--- src/rtl/io_register_arbiter.sv ---
// Round-robin arbiter giving several requesters sequenced access to a shared io_register bank.
// Reads take two enable cycles because bank data only reaches the bus after the register latch loads.
module io_register_arbiter #(
    parameter int unsigned DATA_WIDTH = 32,
    parameter int unsigned ADDR_WIDTH = 4,
    parameter int unsigned N_REGS     = 8,
    parameter int unsigned N_REQ      = 2
) (
    input  logic                        clk_in,
    input  logic                        rst_n_in,
    input  logic [N_REQ-1:0]            req_in,
    input  logic [N_REQ-1:0]            write_in,
    input  logic [N_REQ*ADDR_WIDTH-1:0] addr_in,
    input  logic [N_REQ*DATA_WIDTH-1:0] data_in,
    output logic [N_REQ-1:0]            ack_out,
    output logic                        err_out,
    output logic [DATA_WIDTH-1:0]       data_out,
    output logic                        busy_out,
    output logic [N_REGS-1:0]           reg_enable_out,
    output logic                        reg_write_out,
    output logic [DATA_WIDTH-1:0]       reg_data_out,
    input  logic [DATA_WIDTH-1:0]       reg_data_in
);

    localparam int unsigned PTR_W = $clog2(N_REQ);

    typedef enum logic [2:0] {
        IDLE,
        WRITE,
        RD_LOAD,
        RD_CAP,
        DONE
    } state_t;

    state_t                state;
    state_t                state_nx;
    logic [PTR_W-1:0]      ptr;
    logic [PTR_W-1:0]      grant;
    logic [ADDR_WIDTH-1:0] addr_lat;
    logic [DATA_WIDTH-1:0] data_lat;
    logic                  err_lat;
    logic [DATA_WIDTH-1:0] rd_data;

    logic                  found;
    logic [PTR_W-1:0]      pick;
    logic [PTR_W-1:0]      cand;
    int unsigned           idx;
    logic [ADDR_WIDTH-1:0] sel_addr;
    logic                  sel_err;
    logic                  active;

    // Scan requesters starting at the priority pointer, wrapping once around.
    always_comb begin
        found = 1'b0;
        pick  = '0;
        cand  = '0;
        idx   = 0;
        for (int unsigned k = 0; k < N_REQ; k++) begin
            idx = 32'(ptr) + k;
            if (idx >= N_REQ) begin
                idx = idx - N_REQ;
            end
            cand = PTR_W'(idx);
            if (!found && req_in[cand]) begin
                found = 1'b1;
                pick  = cand;
            end
        end
        sel_addr = addr_in[pick*ADDR_WIDTH +: ADDR_WIDTH];
        sel_err  = 32'(sel_addr) >= N_REGS;
    end

    always_comb begin
        state_nx = state;
        case (state)
            IDLE: begin
                if (found) begin
                    if (sel_err) begin
                        state_nx = DONE;
                    end else if (write_in[pick]) begin
                        state_nx = WRITE;
                    end else begin
                        state_nx = RD_LOAD;
                    end
                end
            end
            WRITE:   state_nx = DONE;
            RD_LOAD: state_nx = RD_CAP;
            RD_CAP:  state_nx = DONE;
            DONE:    state_nx = IDLE;
            default: state_nx = IDLE;
        endcase
    end

    always_ff @(posedge clk_in or negedge rst_n_in) begin
        if (!rst_n_in) begin
            state    <= IDLE;
            ptr      <= '0;
            grant    <= '0;
            addr_lat <= '0;
            data_lat <= '0;
            err_lat  <= 1'b0;
            rd_data  <= '0;
        end else begin
            state <= state_nx;
            if (state == IDLE && found) begin
                grant    <= pick;
                addr_lat <= sel_addr;
                data_lat <= data_in[pick*DATA_WIDTH +: DATA_WIDTH];
                err_lat  <= sel_err;
            end
            if (state == RD_CAP) begin
                rd_data <= reg_data_in;
            end
            if (state == DONE) begin
                ptr <= (32'(grant) == N_REQ - 1) ? '0 : grant + PTR_W'(1);
            end
        end
    end

    // Every output is decoded from registered state only.
    always_comb begin
        active         = (state == WRITE) || (state == RD_LOAD) || (state == RD_CAP);
        ack_out        = '0;
        reg_enable_out = '0;
        for (int unsigned i = 0; i < N_REQ; i++) begin
            ack_out[i] = (state == DONE) && (32'(grant) == i);
        end
        for (int unsigned i = 0; i < N_REGS; i++) begin
            reg_enable_out[i] = active && (32'(addr_lat) == i);
        end
        err_out       = (state == DONE) && err_lat;
        busy_out      = (state != IDLE);
        reg_write_out = (state == WRITE);
        reg_data_out  = (state == WRITE) ? data_lat : '0;
        data_out      = rd_data;
    end

endmodule

--- config.mk ---
export PLATFORM = sky130hd
export DESIGN_NAME = io_register_arbiter
export DESIGN_NICKNAME = d
export VERILOG_FILES = /design/src/rtl/io_register_arbiter.sv
export SDC_FILE = /design/constraint.sdc
export NUM_CORES = 1
export LEC_CHECK = 0
export ABC_AREA = 1
export CORE_UTILIZATION = 40
export CTS_BUF_LIST = sky130_fd_sc_hd__clkbuf_4 sky130_fd_sc_hd__clkbuf_8
export CTS_CLUSTER_DIAMETER = 200
export CTS_CLUSTER_SIZE = 20
export DETAILED_ROUTE_END_ITERATION = 8
export GPL_ROUTABILITY_DRIVEN = 0
export GPL_TIMING_DRIVEN = 0
export PLACE_DENSITY = 0.79
export SYNTH_ARGS = -nofsm -noshare
export SYNTH_HDL_FRONTEND = slang
export SYNTH_SLANG_ARGS = --single-unit
--- constraint.sdc ---
create_clock -name clk_in -period 1.6 [get_ports clk_in]
set_clock_uncertainty 0.2 [all_clocks]
set_input_delay 0.16 -clock clk_in [delete_from_list [all_inputs] [get_ports clk_in]]
set_output_delay 0.16 -clock clk_in [all_outputs]
set_load 0.02 [all_outputs]
### Word level (Yosys, flattened, before mapping)

Cells that the tools add are included.

* bitwise gates (word level): 1
* shifts and indexed selects: 2
* eq/ne operators: 12
* muxes and demuxes: 18
* order comparisons: 6
* reductions and logical operators: 20
* add/sub/neg operators: 4

Operators by type and width (number)
* 64-bit by 7-bit indexed part select with 32-bit output: 1
* 32-bit 2-to-1 mux: 1
* 4-bit by 3-bit equality test with 1-bit output, second input constant: 4
* 1-bit logical AND: 13
* 1-bit 2-to-1 mux: 13
* 3-bit case mux with 3 select lines: 1
* 4-bit by 2-bit equality test with 1-bit output, second input constant: 2
* 8-bit by 4-bit indexed part select with 4-bit output: 1
* 3-bit by 2-bit equality test with 1-bit output, second input constant: 2
* 1-bit by 2-bit < comparator with 1-bit output, second input constant: 3
* 3-bit 2-to-1 mux: 2
* 4-bit by 1-bit equality test with 1-bit output, second input constant: 1
* 4-bit >= comparator, second input constant: 1
* 4-bit logical NOT: 1
* 3-bit by 1-bit equality test with 1-bit output, second input constant: 1
* 3-bit equality test, second input constant: 1
* 3-bit logical NOT: 1
* 3-bit nonzero test: 1
* 1-bit by 1-bit adder with 2-bit output, second input constant: 1
* 1-bit by 2-bit >= comparator with 1-bit output, second input constant: 1
* 2-bit >= comparator, second input constant: 1
* 1-bit logical OR: 2
* 2-bit 2-to-1 mux: 1
* 2-bit inequality test, second input constant: 1
* 5 further kinds: 6

* register bits after elaboration: 74
* word-level logic and storage cells: 70
* output and inout port bits: 77
* input bits: 110

### Longest topological paths before layout

Gate-level depths: netlist (run 1).

* depth after elaboration: 14
* gate-level depth with buffers: 8
* gate-level depth less buffers: 7

### Worst setup path after synthesis (run 1)

Ideal clock, no wire load.

* path type: reg-to-output
* from: reg state[2]
* to: out reg_data_out[0]
* path slack: -0.165 ns
* data required time: 1.240 ns
* data arrival time: 1.405 ns
* cell stages (with the launch flop): 7
* path buffers: 1
* path through: dfrtp_1 > inv_1 > nand2_1 > nor2_2 > inv_2 > buf_6 > nor2_1

* longest elaborated chain between the ends: 2

Ends and longest elaborated chain
* start, declared: RTL line 35 `state_t state;`
* start signal, assigned: RTL line 105 `state <= state_nx;`
* 3-bit by 1-bit equality test with 1-bit output
* via reg_write_out: RTL line 20 `output logic reg_write_out,`
* 32-bit 2-to-1 mux: RTL line 135 `reg_data_out = (state == WRITE) ? data_lat : '0;`
* end, declared: RTL line 21 `output logic [DATA_WIDTH-1:0] reg_data_out,`

The timed path passes the listed nets, and every way through them passes these cells.

### Worst setup path in the final report (run 1)

* from: reg state[2]
* to: out reg_enable_out[6]

* longest elaborated chain between the ends: 4
* elaborated cells on any way between the ends: 6
* those cells by class: 3 x eq/ne; 3 x reduce/logical

Ends and longest elaborated chain
* 3-bit by 1-bit equality test with 1-bit output or 3-bit by 2-bit equality test with 1-bit output (tied branches): RTL line 123 `active = (state == WRITE) || (state == RD_LOAD) || (state == RD_CAP);`
* 1-bit logical OR: RTL line 123
* 1-bit logical OR *: RTL line 123
* 1-bit logical AND *: RTL line 130 `reg_enable_out[i] = active && (32'(addr_lat) == i);`
* end, declared: RTL line 19 `output logic [N_REGS-1:0] reg_enable_out,`

Mark *: on every way between the ends. The rest lies on a longest branch, timed or not.

==> results of run 1 <==
where the power goes:
| part | switching, mW | internal [mW] | total (mW) |
|---|---|---|---|
| registers | 0.663 | 2.81 | 3.47 |
| logic | 4.41 | 4.53 | 8.95 |
| clock network | 0.759 | 0.737 | 1.50 |
| total | 5.84 | 8.08 | 13.9 |
cell usage after synthesis, drive strengths merged:
library cell / instances
a21oi: 4
buf: 18
clkbuf: 3
dfrtp: 73
inv: 46
mux2: 32
nand2: 56
nand3: 6
nand3b: 1
nor2: 45
nor3: 5
o21ai: 72
or2: 35
per-layer routing:
layer	vias to the layer above	global-route usage (%)	part of all wire, %
met5	-	0	0
met1	1736	29.71	40
li1	1726	-	-
met2	109	43.18	53
met3	30	4.109	3.6
met4	0	10.70	3.1
cells by family (layout without fill, tap and decap cells):
kind of cell | count (synthesis) | after routing | synth area share [%]
AND/OR/NAND/NOR | 148 | 148 | 18.08
AO/OA/AOI/OAI | 76 | 76 | 12.15
flip-flops | 73 | 73 | 47.57
buffers and inverters | 67 | 301 | 9.873
multiplexers | 32 | 32 | 12.32
area by class of cell:
cell class | instances | area (um2) | share of cell area (%)
Multi-Input combinational cell | 256 | 2148 | 29.97
Timing Repair Buffer | 218 | 2360 | 32.91
Clock inverter | 7 | 77.57 | 1.082
Clock buffer | 9 | 123.9 | 1.728
Tap cell | 129 | 161.4 | 2.251
Sequential cell | 73 | 1829 | 25.51
Inverter | 46 | 182.7 | 2.548
Buffer | 21 | 286.5 | 3.997
registers in the layout, summed over array words and instances, names as in the netlist:
signal	flops
state	3
grant	1
addr_lat	4
data_lat	32
ptr	1
data_out	32
cells in the final DEF, fill, tap and decap left out, types with 3 or more instances in the layout:
cell type,synthesis,routed
nor3_4,1,4
buf_12,2,11
nand3_1,5,5
nand2_1,53,21
o21ai_0,39,22
mux2_4,30,30
buf_8,0,6
inv_1,44,41
dfrtp_1,73,71
buf_6,11,47
clkbuf_8,0,9
buf_2,3,3
buf_16,0,9
a21oi_2,0,3
clkdlybuf4s50_1,0,108
nand2_4,0,9
buf_4,2,18
nor2_1,44,5
dlygate4sd2_1,0,32
nand2_2,3,24
o21ai_1,10,22
inv_2,2,3
nor2_4,0,39
or2_2,35,35
o21ai_2,23,28
path summary, 6_finish.rpt:
check,startpoint,to,slack [ns],depth (start not counted)
worst max-delay path,state[2],reg_enable_out[6],-0.40,7
worst min-delay path,reg_data_in[27],data_out[27],0.21,2
worst max register to register,state[2],data_lat[5],-0.32,9
worst min register to register,data_lat[19],data_lat[19],0.29,2
max in group asynchronous,rst_n_in,state[1],0.22,2
min in group asynchronous,rst_n_in,data_out[25],0.30,2
stage by stage:
stage                     setup slack, ns  setup TNS, ns
after floorplan                  -0.02454        -0.6027
after global placement             -2.304        -201.72
after detailed placement          -0.5648         -36.29
after CTS                         -0.3186         -21.04
after global routing              -0.4449         -30.03
final                             -0.3952         -25.50
timing repair:
item | in CTS | in global routing
pin swaps | 5 | 20
resized for setup | 357 | 112
endpoints found under the hold margin | 73 | 0
cloned | 10 | 1
hold buffers | 1 | 0
buffers inserted | 13 | 9
endpoints found under the setup margin | 116 | 85
==> impl_results.md, run 1 <==
- Die area: 0.009996 mm2
- Register area share after synthesis: 47.57%
- Period minus WS final: 1.995 ns
- Average size of a mapped cell: 9.697 um2
- Ant diodes: 0
- Clock slew at reported path FFs: 0.09 ns
- Part of the cycle the worst path needs: 124.7%
- Worst setup EP type: primary output
- Antenna violations before repair: 0
- HP Class: in2reg
- Highest Clock Rate: 501.2 MHz
- Placed instance area: 0.005971 mm2
- Area contributors post-synth: dfrtp_1 48%, mux2_4 12%, or2_2 5.7%
- IO Count: 187
- Kind of cell adding the most delay to the critical path: simple AND/OR/NAND/NOR gates
- Worst path required time: 1.24 ns
- VDD IR max: 1007 uV
- TritonCTS clock tree: built
- Crit path arrival time: 1.64 ns
- Mapped Area: 0.003840 mm2
- Wire per inst: 17.06 um
- PwrDens: 1940 mW/mm2
- Vias in the first global route: 3708
- Non-filler cells, final: 759
- # fillers: 638
- Setup ws final: -0.3952 ns
- Area leader, netlist: dfrtp_1
- CP startpoint kind: register
- Slew Limit Headroom: 37.32%
- Yosys warning count: 0
- Bufs and invs on worst path: 3
- Port Buffers: 186
- Synth Instances: 396
- Slowest cell on the critical path: dfrtp_1
- Grt ovf: 0
- Failing checks: setup timing
- Yosys top cell area share: 47.57%
- DRT Wirelength: 12950 um
- Slew Limit Fails: 0
- H-tree Lvls: 3
- Die Y-Extent: 99.98 um
- Gr usage total: 24.56%
- Total power: 13.91 mW
- First-pass GRT wire length: 18680 um
- Crit-path cells: buf_6 -> nor2_4 -> nand2_4 -> nand2_4 -> inv_4 -> nor3_4 -> buf_6
- Largest stage delay, worst path: 0.42 ns
- Critical path class: reg2out
- Clk sink count: 73
- Detailed placement HPWL: 8344 um
- First-pass detailed-route iteration total: 4
- Row count: 35
- MaxCap Viol Count: 0
- Max FO, Critical Path: 4
- Final hold viol count: 0
- Initial Util: 41.36%
- DRC viols: 0
- Largest net degree at the start of global routing: 74
- Synth unique cells: 25
- Synthesis-stage register bit count: 73
- Clock Path Buffers: 2
- Clk_lat worst skew: 0.35 ns
- Layout cells sized above 1: 47.30%
- Die Span X: 99.98 um
- # nets final: 735
- Syn nets: 506
- LEAKAGE: 3.291 nW
- Via Count: 3601
- DR iter-0 viols: 88
- Final ANT Viol Nets: 0
- Via/cell ratio: 4.744
- Area delta synth->final: 86.71%
- Clock root cell: clkbuf_8
- Core area: 0.009284 mm2
- Layout Utilization: 77.22%
- RSZ-0062 raised after global routing: yes
- DP Cell Count: 711
- Fin area: 0.007169 mm2
- Tightest Pin Transition: 0.9402 ns
- Status: complete, but fails checks
- CTS buffer count: 9
- Final Setup Violations: 90
- Hold WS: 0.2100 ns
No activity file was read; power rests on OpenSTA's default activity.
==> inputs of run 2 (changes only) <==
- DONT_BUFFER_PORTS: unset -> 1
- PLACE_DENSITY: 0.79 -> unset
==> run 2 against run 1 <==
Against the previous run:
- largest power group unchanged
- first-iteration DRC count up 13%
- global-route usage down 0.13 points
- largest cell class is now multi-input gates
- core utilization down 6.9 points
- critical endpoint is now reg_data_out[12]
- total power down 7.4%
- critical path depth down 1
- the flow finishes with violations (hold timing, setup timing)
- routed wire length down 6.0%
- critical path type unchanged
- cell area down 8.9%
- sequential share of layout area up 2.5 points
==> impl_results.md, run 2 (synthesis gave the netlist of run 1 again) <==
- PwrDens: 1973 mW/mm2 (+1.7%)
- Antenna violations before repair: 0 (unchanged)
- Clk sink count: 73 (unchanged)
- DRT Wirelength: 12160 um (-6.0%)
- Failing checks: hold timing, setup timing
- Part of the cycle the worst path needs: 122.8% (-1.9 points)
- Tightest Pin Transition: 0.4267 ns (-0.5135 ns)
- DR iter-0 viols: 99 (+13%)
- First-pass GRT wire length: 18500 um (-0.96%)
- Crit path launch: state[2]
- Place WS: -0.2121 ns (+0.3526 ns)
- Initial Util: 41.36% (unchanged)
- Vias in the first global route: 3618 (-2.4%)
- Bufs and invs on worst path: 3 (unchanged)
- Most used routing layer: met2
- Detailed placement HPWL: 6407 um (-23%)
- Critical path class: reg2out
- H-tree Lvls: 3 (unchanged)
- Die Y-Extent: 99.98 um (unchanged)
- Clock root cell: clkbuf_8
- Final hold viol count: 73 (+73)
- # fillers: 676 (+6.0%)
- Port Buffers: 0 (-100%)
- Clock Path Buffers: 2 (unchanged)
- Most common cell after layout, fill and taps aside: dlygate4sd3_1
- # hold bufs at CTS: 108 (+107)
- Die area: 0.009996 mm2 (unchanged)
- LEAKAGE: 2.978 nW (-9.5%)
- Slew Limit Fails: 0 (unchanged)
- Period minus WS final: 1.965 ns (-0.03026 ns)
- Grt ovf: 0 (unchanged)
- Largest net degree at the start of global routing: 74 (unchanged)
- Reg-to-reg critical path endpoint: addr_lat[2]
- Die Span X: 99.98 um (unchanged)
- RSZ-0062 raised after global routing: yes
- DRC viols: 0 (unchanged)
- Layout Utilization: 70.34% (-6.9 points)
- FF+latch area: 0.001829 mm2 (unchanged)
- Crit path to: reg_data_out[12]
- HP Class: in2async
- Commonest non-fill, non-tap cells in the layout: 108 x dlygate4sd3_1, 71 x dfrtp_1, 42 x nor2_4
- Kind of cell adding the most delay to the critical path: simple AND/OR/NAND/NOR gates
- Via/cell ratio: 4.949 (+4.3%)
- Area delta synth->final: 70.06%
- CTS buffer count: 9 (unchanged)
- Worst setup EP type: primary output
- Hold WS: -0.7064 ns (-0.9164 ns)
- Worst R2R Start: state[0]
- Layout cells sized above 1: 48.82% (+1.5 points)
- Area of the multi-input gates: 0.002330 mm2 (+8.4%)
- CP startpoint kind: register
- Stages on worst setup path: 6 (-1)
- Row count: 35 (unchanged)
- Slowest cell on the critical path: dfrtp_1
- Placed instance area: 0.004111 mm2 (-31%)
- IO Count: 187 (unchanged)
- Max FO, Critical Path: 10 (+6)
- Clock slew at reported path FFs: 0.09 ns (about the same)
- MaxCap Viol Count: 0 (unchanged)
- Worst path required time: 1.24 ns (about the same)
- # nets final: 656 (-11%)
- Most used cell, CP: nor2_4
- Wire per inst: 17.89 um (+4.9%)
- VDD IR max: 1207 uV (+20%)
- Final Setup Violations: 116 (+29%)
- TritonCTS clock tree: built
- Met1 Resource Use GR: 28.19% (-1.5 points)
- GR Util met3: 4.387% (+0.28 points)
- Reg2Reg Depth: 9 (unchanged)
- Crit-path cells: inv_2 -> nand2_4 -> nor2_4 -> inv_6 -> buf_12 -> nor2_4
- First-pass detailed-route iteration total: 4 (unchanged)
- Fin area: 0.006530 mm2 (-8.9%)
- Core area: 0.009284 mm2 (unchanged)
- Clk_lat worst skew: 0.35 ns (about the same)
- Crit path arrival time: 1.60 ns (-0.04 ns)
- Gr usage total: 24.43% (-0.13 points)
- Final ANT Viol Nets: 0 (unchanged)
- Status: complete, but fails checks
- Via Count: 3365 (-6.6%)
- R2R Setup Slk: -0.29 ns (+0.03 ns)
- Highest Clock Rate: 508.9 MHz (+1.5%)
- Setup ws final: -0.3650 ns (+0.03026 ns)
- Largest stage delay, worst path: 0.41 ns (about the same)
- Met2 Usage GRT: 45.20% (+2.0 points)
- Slew Limit Headroom: 71.55% (+34 points)
- Ant diodes: 0 (unchanged)
run 2: metal layers:
| layer | wire (um) | part of all wire (%) |
|---|---|---|
| met2 | 6634 | 55 |
| met4 | 241 | 2.0 |
| met3 | 589 | 4.8 |
| met1 | 4698 | 39 |
| met5 | 0 | 0 |
run 2: power by group:
group / switching [mW] / internal, mW / leakage (nW)
clock network: 0.735 / 0.584 / 0.0902
registers: 1.44 / 2.80 / 0.868
logic: 3.64 / 3.68 / 2.02
total: 5.81 / 7.07 / 2.98
run 2: layout make-up:
cell class                 count  area share [%]
multi-input combinational    256           35.68
timing repair buffer         139           23.84
buffer                        21           4.560
sequential                    73           28.01
inverter                      46           2.817
tap                          129           2.472
clock inverter                 6          0.6131
clock buffer                  10           2.012
run 2: stage by stage:
stage / hold WS (ns) / TNS [ns] / std cells / total power, mW
3_5_place_dp: -0.3338 / -7.538 / 525 / 8.019
5_1_grt: -0.7361 / -34.99 / 680 / 13.61
4_1_cts: -0.7219 / -22.17 / 670 / 11.97
6_report: -0.7064 / -27.56 / 680 / 12.88
2_1_floorplan: -0.3356 / -0.6027 / 396 / 7.259
3_3_place_gp: -0.3344 / -6.999 / 525 / 7.902
run 2: worst min-delay path by stage:
stage	start	slack [ns]	depth (start not counted)	endpoint
final	rst_n_in	-0.71	0	data_out[6]
after detailed placement	rst_n_in	-0.33	0	data_out[21]
after global placement	rst_n_in	-0.33	0	data_out[3]
after global routing	rst_n_in	-0.74	0	data_out[6]
after floorplan	rst_n_in	-0.34	0	addr_lat[0]
after CTS	rst_n_in	-0.72	0	data_lat[14]
run 2: what timing repair did:
action | in CTS | in global routing
endpoints found under the setup margin | 79 | 115
buffers inserted | 13 | 8
hold endpoints to repair | 144 | 73
gates resized for setup | 146 | 57
cloned | 8 | 3
pin swaps | 18 | 14
